`src/rtl/qpp_addr_gen.sv`:
```
// rtl/qpp_addr_gen.sv - QPP interleaver address generator
// Produces pi(i) = (f1*i + f2*i^2) mod K incrementally, one address per handshake.
module qpp_addr_gen #(
    parameter int N = 10
) (
    input  logic         clk,
    input  logic         rst,
    input  logic         start,
    input  logic [N-1:0] k_len,
    input  logic [N-1:0] f1,
    input  logic [N-1:0] f2,
    input  logic         abort,
    output logic [N-1:0] addr,
    output logic [N-1:0] addr_idx,
    output logic         addr_valid,
    input  logic         addr_ready,
    output logic         addr_last,
    output logic         busy,
    output logic         done,
    output logic         cfg_err
);

    typedef enum logic [1:0] {IDLE, INIT, RUN} state_t;

    localparam logic [N-1:0] ONE = {{(N-1){1'b0}}, 1'b1};

    state_t       state_q, state_d;
    logic [N-1:0] k_q, k_d;
    logic [N-1:0] f1_q, f1_d;
    logic [N-1:0] f2_q, f2_d;
    logic [N-1:0] f_q, f_d;
    logic [N-1:0] g_q, g_d;
    logic [N-1:0] d_q, d_d;
    logic [N-1:0] i_q, i_d;
    logic         done_q, done_d;
    logic         cfg_err_q, cfg_err_d;

    logic         cfg_ok;
    logic         at_last;
    logic         hs;

    // Both operands are already reduced below k, so one conditional subtract suffices.
    function automatic logic [N-1:0] mod_add(input logic [N-1:0] a, input logic [N-1:0] b,
                                             input logic [N-1:0] k);
        logic [N:0] s;
        s = {1'b0, a} + {1'b0, b};
        if (s >= {1'b0, k}) begin
            s = s - {1'b0, k};
        end
        return s[N-1:0];
    endfunction

    assign cfg_ok  = (k_len > ONE) && (f1 < k_len) && (f2 < k_len);
    assign at_last = (i_q == (k_q - ONE));
    assign hs      = (state_q == RUN) && addr_ready;

    always_comb begin
        state_d   = state_q;
        k_d       = k_q;
        f1_d      = f1_q;
        f2_d      = f2_q;
        f_d       = f_q;
        g_d       = g_q;
        d_d       = d_q;
        i_d       = i_q;
        done_d    = 1'b0;
        cfg_err_d = 1'b0;
        case (state_q)
            IDLE: begin
                // The done cycle is IDLE but still closes the previous frame.
                if (start && !abort && !done_q) begin
                    if (cfg_ok) begin
                        k_d     = k_len;
                        f1_d    = f1;
                        f2_d    = f2;
                        state_d = INIT;
                    end else begin
                        cfg_err_d = 1'b1;
                    end
                end
            end
            INIT: begin
                if (abort) begin
                    state_d = IDLE;
                end else begin
                    g_d     = mod_add(f1_q, f2_q, k_q);
                    d_d     = mod_add(f2_q, f2_q, k_q);
                    f_d     = '0;
                    i_d     = '0;
                    state_d = RUN;
                end
            end
            RUN: begin
                if (abort) begin
                    state_d = IDLE;
                end else if (hs) begin
                    f_d = mod_add(f_q, g_q, k_q);
                    g_d = mod_add(g_q, d_q, k_q);
                    i_d = i_q + ONE;
                    if (at_last) begin
                        state_d = IDLE;
                        done_d  = 1'b1;
                    end
                end
            end
            default: state_d = IDLE;
        endcase
    end

    always_ff @(posedge clk) begin
        if (rst) begin
            state_q   <= IDLE;
            k_q       <= '0;
            f1_q      <= '0;
            f2_q      <= '0;
            f_q       <= '0;
            g_q       <= '0;
            d_q       <= '0;
            i_q       <= '0;
            done_q    <= 1'b0;
            cfg_err_q <= 1'b0;
        end else begin
            state_q   <= state_d;
            k_q       <= k_d;
            f1_q      <= f1_d;
            f2_q      <= f2_d;
            f_q       <= f_d;
            g_q       <= g_d;
            d_q       <= d_d;
            i_q       <= i_d;
            done_q    <= done_d;
            cfg_err_q <= cfg_err_d;
        end
    end

    assign addr       = f_q;
    assign addr_idx   = i_q;
    assign addr_valid = (state_q == RUN);
    assign addr_last  = (state_q == RUN) && at_last;
    assign busy       = (state_q != IDLE);
    assign done       = done_q;
    assign cfg_err    = cfg_err_q;

endmodule

```
`config.mk`:
```
export PLATFORM = sky130hd
export DESIGN_NAME = qpp_addr_gen
export DESIGN_NICKNAME = d
export VERILOG_FILES = /design/src/rtl/qpp_addr_gen.sv
export SDC_FILE = /design/constraint.sdc
export NUM_CORES = 1
export LEC_CHECK = 0
export ABC_AREA = 1
export CAP_MARGIN = 20
export CORE_ASPECT_RATIO = 1.4
export CORE_MARGIN = 1.5
export CORE_UTILIZATION = 55
export CTS_BUF_LIST = sky130_fd_sc_hd__clkbuf_16
export DETAILED_ROUTE_END_ITERATION = 8
export GPL_ROUTABILITY_DRIVEN = 0
export GPL_TIMING_DRIVEN = 0
export PLACE_DENSITY_LB_ADDON = 0.25
export SETUP_SLACK_MARGIN = 0.3
export SYNTH_ARGS = -nofsm -noshare
export SYNTH_HDL_FRONTEND = slang
export SYNTH_SLANG_ARGS = --single-unit
```
`constraint.sdc`:
```
create_clock -name clk -period 3.45 [get_ports clk]
set_clock_uncertainty 0.1 [all_clocks]
set_input_delay 0.5175 -clock clk [delete_from_list [all_inputs] [get_ports clk]]
set_output_delay 0.5175 -clock clk [all_outputs]
set_load 0.05 [all_outputs]
```
==> results by group, run 1 <==
Status
  – Status: finished clean

Yosys
  – Mapped Cells: ~1200
  – Post-synthesis sequential area ratio: around a fifth
  – Asr flop ratio synth: 0%
  – Warnings from Yosys: 0
  – Synthesized area per cell: between 6 and 7 µm²
  – Synth top area share: 19.60%
  – Leading area contributor after synthesis: dfxtp_1
  – Top_reg_cell synth: dfxtp_1
  – Post-synthesis cell type count: 44
  – EDFF count, synth: 0
  – Synthesized cell area: 7557 µm²
  – Synthesized Nets: 1346
  – Leading post-synthesis cells by cell area: dfxtp_1 20%, nand2_1 17%, ha_1 15%, inv_1 7.8%, nor2_1 7.8%
  – #FFs+latches synth: 74

STA
  – Pins over their slew limit: 0
  – Clock period minus worst slack: 3.173 ns
  – Worst-margin pin slew: 0.8296 ns
  – Fin crit share: 91.97%
  – Max Freq: 315.2 MHz
  – Final setup fails: 0
  – Final Hold Viols: 0
  – Slew Limit Headroom: between 40 and 50%
  – RSZ-0062 raised after global routing: yes

Placement
  – Post-DP HPWL: between 15000 and 20000 µm
  – Port Buffers: slightly below 60

GRT
  – Total track usage: between 30 and 40%
  – M2 GR Usage: about three fifths
  – Total gr overflow: 0
  – Initial antenna violation count: 0
  – Largest net degree at the start of global routing: 15
  – Met3 usage: 3.793%
  – M1 GR Usage: between 30% and 40%
  – Busiest layer in global routing: met2
  – Vias in the first global route: 7771
  – Global-route wire length before repair: roughly 37000 µm

Clock network
  – Clock Latency Late Sink: ~0.36 ns
  – CTS tree: built
  – Sink Count: 74
  – Num CTS Buffers: 9
  – H-tree depth: 3
  – Clock buffer depth: 2
  – Root buffer cell: clkbuf_16
  – Clk slew on worst S/H paths: roughly 0.060 ns

Critical path
  – R2r startpoint: g_q[0]
  – Reg-to-reg endpoint: addr[5]
  – Worst setup SP type: flip-flop
  – Crit-path slowest cell: dfxtp_4
  – Flop2flop setup slack: 0.28 ns
  – CP peak stage delay: around 0.40 ns
  – Reg2Reg Depth: 16
  – Critical Path RT: approximately 3.6 ns
  – Arr. time, crit path: between 3 and 4 ns
  – CP Class: flip-flop to flip-flop
  – CP max FO: 5
  – Crit-path cells: ha_4, inv_2, fa_2, o21ai_1, xor2_1, inv_1, ha_1, inv_1, o21bai_1, a21oi_2, nand4_1, nand2_4, buf_8, nand3_2, nand3_2, a21oi_2
  – CP Capture Type: flip-flop

Routing
  – Detailed Routing Iterations Pass 1: 6
  – DRT iter0 DRCs: 471
  – Antenna Nets Post-Route: 0
  – DRC viols: 0
  – Final wirelength: 24380 µm
  – Via/cell ratio: 5.577
  – Drt wl/cell: about 16 µm
  – DR vias: about 8300

Layout
  – Share of cells above drive strength 1: between 10% and 20%
  – Nets: 1439
  – Antenna cells: 0
  – Commonest non-fill, non-tap cell in the layout: nand2_1
  – Synth-to-Final Area Change: 26.26%
  – Most frequent cells in the layout: 325 x nand2_1, 147 x inv_1, 144 x nor2_1
  – Fill cell count: 1136
  – Final core utilization: between 70% and 80%

Worst hold path
  – Hold path depth: 2
  – Hold Path Class: flip-flop to flip-flop
  – HP Start: d_q[2]
  – Hold endpoint: d_q[2]

Pwr
  – LEAKAGE: between 4 and 5 nW
  – Max rail drop VDD: ~0.29 mV
  – Total power: 0.003881 W
  – Total power divided by cell area: just over 400 nW/µm²

Die
  – I/O pin cnt: 60
  – Die Y: between 100 and 150 µm
  – Core area: around 13000 µm²
  – Starting density of the core: roughly 56%
  – Die Wd: ~100 µm
  – Die area: between 10000 and 15000 µm²
  – # rows: 50

Run
  – Max cap viols: 0
==> metrics by stage <==
stage	hold slack [ns]	cells	setup slack (ns)	area (µm²)	setup TNS, ns
2_1_floorplan	0.3539	1214	0.3237	7576	0
3_3_place_gp	0.3676	1454	-0.3427	8384	-0.5768
3_5_place_dp	0.3784	1454	-0.3564	8384	-1.470
4_1_cts	0.3922	1481	0.2675	9075	0
5_1_grt	0.4168	1494	0.1011	9542	0
6_report	0.3907	1494	0.2772	9542	0
==> cell type report <==
class,instances,area (µm²),share of cell area [%]
Clock buffer,9,225.2,2.360
Clock inverter,7,78.83,0.8261
Sequential cell,74,1508,15.80
Timing Repair Buffer,80,762.0,7.986
Multi-Input combinational cell,949,5968,62.55
Buffer,23,116.4,1.220
Inverter,170,655.6,6.871
Tap cell,182,227.7,2.387
==> per-layer routing <==
layer | up-vias | wire, µm
li1 | 4090 | -
met1 | 3747 | 8897
met2 | 361 | 11880
met3 | 134 | 1487
met4 | 0 | 2115
met5 | - | 0
==> Yosys cell counts, types with 7 or more instances <==
library cell	count
ha_1	90
inv_1	157
o211ai_1	9
dfxtp_1	74
o21ai_0	30
xor2_1	28
inv_2	10
clkbuf_1	12
nand4_1	14
a21oi_1	65
fa_1	7
nor3_1	10
nand2_1	347
nand2_2	7
nor2_1	157
nand3_1	97
o21ai_1	9
nand3b_1	9
xnor2_1	24
buf_2	9
==> flip-flops by register name, summed over array words and instances, names as in the netlist <==
name,flops
g_q,10
done,1
state_q,2
f1_q,10
addr,10
cfg_err,1
d_q,10
k_q,10
addr_idx,10
f2_q,10
==> critical path: cells and delay by family, from the launching register on <==
kind	cells	cell delay (ns)
AO/OA/AOI/OAI	4	0.57
XOR/XNOR	1	0.23
adder cells (fa/ha/maj)	3	0.84
buffers and inverters	4	0.36
flip-flops	1	0.40
AND/OR/NAND/NOR	4	0.52
==> worst max path at each step <==
stage | start | to | slack [ns] | depth (start not counted)
global route | addr[2] | addr[5] | 0.10 | 17
detailed placement | k_q[1] | addr_last | -0.36 | 12
finish | g_q[0] | addr[5] | 0.28 | 16
CTS | f2_q[0] | g_q[8] | 0.27 | 22
floorplan | addr[1] | addr[9] | 0.32 | 17
global placement | k_q[1] | addr_last | -0.34 | 12
==> power by group <==
part           switching [W]  internal (W)  leakage [nW]
clock network       0.000412      0.000565         0.138
logic                0.00120      0.000781          4.09
registers          0.0000417      0.000885         0.607
total                0.00165       0.00223          4.84
==> repair_timing <==
| item | 4_1_cts | 5_1_grt |
|---|---|---|
| pin swaps | 32 | 44 |
| endpoints found under the hold margin | 0 | 0 |
| setup buffers | 9 | 11 |
| cloned | 2 | 2 |
| setup endpoints to repair | 21 | 21 |
| gates resized for setup | 75 | 97 |
| hold buffers | 0 | 0 |
==> logic make-up after synthesis <==
| family | Yosys count | synth area share, % |
|---|---|---|
| compound gates | 133 | 9.751 |
| xor+xnor | 53 | 6.325 |
| fa+ha+maj | 97 | 16.75 |
| buf+inv | 193 | 9.868 |
| flops | 74 | 19.60 |
| simple gates | 664 | 37.70 |
No activity file was read; power rests on OpenSTA's default activity.
==> run 2: changes to the inputs <==
CORE_UTILIZATION = 40   (was 55)
CTS_CLUSTER_SIZE = 14   (was unset)
==> run 2 against run 1 <==
Global-route usage down 9.2 points. Largest power group unchanged. Sequential power about the same. Worst setup slack worse by 0.061 ns. Highest routed layer unchanged. Clock power about the same. Final area up 2.0%.
==> results by group, run 2 (synthesized netlist as in run 1, its figures left out) <==
Status
  – Status: finished clean (unchanged)

Layout
  – Fill cell count: 1795 (was 1136)
  – Commonest non-fill, non-tap cell in the layout: nand2_1 (unchanged)
  – Final core utilization: 52.53% (was 71.27%)
  – Antenna cells: 0 (unchanged)
  – Final Non-Filler Cells: 1566 (was 1494)
  – Multi-input logic area: 6003 µm² (was 5968 µm²)
  – Share of cells above drive strength 1: 17.32% (was 16.92%)
  – Synth-to-Final Area Change: 28.79% (was 26.26%)
  – Most frequent cells in the layout: 331 x nand2_1, 148 x inv_1, 141 x nor2_1 (was 325 x nand2_1, 147 x inv_1, 144 x nor2_1)
  – FF+latch area: 1518 µm² (was 1508 µm²)
  – Nets: 1449 (was 1439)

STA
  – RSZ-0062 raised after global routing: yes (unchanged)
  – Final Hold Viols: 0 (unchanged)
  – Fin crit share: 93.73% (was 91.97%)
  – Slew Limit Headroom: 58.74% (was 44.69%)
  – Fin Setup TNS: 0 ns (unchanged)
  – Final setup fails: 0 (unchanged)
  – Clock period minus worst slack: 3.234 ns (was 3.173 ns)
  – Final WS setup: 0.2163 ns (was 0.2772 ns)
  – Worst-margin pin slew: 0.6190 ns (was 0.8296 ns)
  – Max Freq: 309.2 MHz (was 315.2 MHz)
  – Pins over their slew limit: 0 (unchanged)

Critical path
  – Crit-path slowest cell: dfxtp_1 (was dfxtp_4)
  – Crit path max-delay family: simple AND/OR/NAND/NOR gates (was adder cells)
  – Critical Path RT: 3.60 ns (was 3.55 ns)
  – Crit path top cell by count: nand2_1
  – Worst setup SP type: flip-flop (unchanged)
  – CP Class: flip-flop to flip-flop (unchanged)
  – CP Capture Type: flip-flop (unchanged)
  – Crit-path cells: ha_4, nand2_1, nor2_1, nand2_1, nand3_1, xor2_2, ha_2, nand2_1, nor2_4, nand2_1, nand2_2, a21oi_4, nand3_4, buf_4, o21ai_1, a21oi_1, nor2_1, nor2_1 (was ha_4, inv_2, fa_2, o21ai_1, xor2_1, inv_1, ha_1, inv_1, o21bai_1, a21oi_2, nand4_1, nand2_4, buf_8, nand3_2, nand3_2, a21oi_2)
  – CP max FO: 5 (unchanged)
  – CP peak stage delay: 0.38 ns (was 0.40 ns)
  – Buf+Inv Stages, Crit Path: 1 (was 4)
  – Arr. time, crit path: 3.38 ns (was 3.28 ns)

Pwr
  – Switch share: 41.31% (was 42.52%)
  – Flop pwr share: 24.0% (was 23.9%)
  – Clock power share: 25.3% (was 25.2%)
  – Total power: 0.003855 W (was 0.003881 W)
  – Max rail drop VDD: 0.2175 mV (was 0.2876 mV)
  – Total power divided by cell area: 396.0 nW/µm² (was 406.7 nW/µm²)
  – Internal: 0.002262 W (was 0.002231 W)
  – Logic pwr share: 50.7% (was 50.9%)
  – P_sw: 0.001592 W (was 0.001650 W)
  – LEAKAGE: 4.879 nW (was 4.836 nW)

Placement
  – Total placed cells including tap cells: 1516 (was 1454)
  – Port Buffers: 58 (unchanged)
  – Place WS: -0.2369 ns (was -0.3564 ns)
  – Post-DP HPWL: 18700 µm (was 18380 µm)

GRT
  – Initial antenna violation count: 0 (unchanged)
  – Vias in the first global route: 7802 (was 7771)
  – Global-route wire length before repair: 37790 µm (was 37300 µm)
  – Largest net degree at the start of global routing: 14 (was 15)
  – Total gr overflow: 0 (unchanged)
  – Total track usage: 24.26% (was 33.47%)

Clock network
  – Clock buffer depth: 2 (unchanged)
  – Num CTS Buffers: 9 (unchanged)
  – Hold_buf cts: 0 (unchanged)
  – Sink Count: 74 (unchanged)
  – H-tree depth: 3 (unchanged)
  – Clock Latency Late Sink: 0.36 ns (about the same)
  – Clk slew on worst S/H paths: 0.06 ns (about the same)
  – CTS tree: built (unchanged)
  – Root buffer cell: clkbuf_16 (unchanged)

Die
  – Die Wd: 119.2 µm (was 102.1 µm)
  – Die area: 19740 µm² (was 14460 µm²)
  – I/O pin cnt: 60 (unchanged)
  – Core area: 18530 µm² (was 13390 µm²)
  – # rows: 59 (was 50)
  – Die Y: 165.6 µm (was 141.7 µm)
  – Starting density of the core: 40.79% (was 56.45%)

Worst hold path
  – Hold Path Class: flip-flop to flip-flop (unchanged)

Routing
  – Detailed Routing Iterations Pass 1: 6 (unchanged)
  – DR vias: 7988 (was 8332)
  – Via/cell ratio: 5.101 (was 5.577)
  – Antenna Nets Post-Route: 0 (unchanged)
  – Final wirelength: 24330 µm (was 24380 µm)
  – DRT iter0 DRCs: 437 (was 471)
  – Drt wl/cell: 15.54 µm (was 16.32 µm)
  – DRC viols: 0 (unchanged)

Run
  – Max cap viols: 0 (unchanged)
## run 2: changes by cell type in the layout (fill, tap and decap cells not counted), moves of 6 or more
cell	previous run	this run
nand3_1	72	83
a21oi_2	20	14
ha_1	69	62
nand3_2	27	15
dfxtp_1	61	55
buf_4	19	32
nand2_1	325	331
## run 2: routing by layer
metal  up-vias  share of wire [%]  global-route usage, %
li1       4102                  -                      -
met4         0                5.1                  12.68
met3        74                4.1                  3.857
met2       206                 51                  44.41
met5         -                  0                      0
met1      3606                 40                  26.59
## run 2: timing repair
action	in CTS	in global routing
gates cloned	2	1
endpoints found under the setup margin	21	21
resized for setup	60	115
setup buffers	17	14
pin swaps	13	56
## run 2: layout make-up
class | instances | share of cell area [%]
sequential | 74 | 15.59
clock inverter | 7 | 0.7070
clock buffer | 9 | 2.314
tap | 244 | 3.137
timing repair buffer | 91 | 8.703
buffer | 23 | 1.196
multi-input combinational | 948 | 61.68
inverter | 170 | 6.672
## run 2: final timing paths
check | startpoint | endpoint | slack [ns] | cells after the start
worst max register to register | g_q[2] | g_q[4] | 0.22 | 18
worst min-delay path | d_q[0] | d_q[0] | 0.40 | 2
worst max-delay path | g_q[2] | g_q[4] | 0.22 | 18
worst min register to register | d_q[0] | d_q[0] | 0.40 | 2
## run 2: through the flow
stage | area (µm²) | hold WS (ns)
2_1_floorplan | 7576 | 0.3539
3_3_place_gp | 8462 | 0.3673
3_5_place_dp | 8462 | 0.3754
4_1_cts | 9146 | 0.3824
5_1_grt | 9733 | 0.4242
6_report | 9733 | 0.3972
## run 2: worst reg2reg max path: cells and delay by family (launching register included)
kind	cells	cell delay (ns)
AO/OA/AOI/OAI	3	0.32
AND/OR/NAND/NOR	11	1.20
flip-flops	1	0.38
buffers and inverters	1	0.16
XOR/XNOR	1	0.25
adder cells (fa/ha/maj)	2	0.70
## run 2: power groups by stage
stage | Clock [W] | Combinational (W) | Sequential (W)
3_3_place_gp | 0 | 0.00155 | 0.000940
3_5_place_dp | 0 | 0.00156 | 0.000940
4_1_cts | 0.000982 | 0.00173 | 0.000924
2_1_floorplan | 0 | 0.00120 | 0.000929
5_1_grt | 0.00102 | 0.00217 | 0.000929
6_report | 0.000974 | 0.00195 | 0.000926
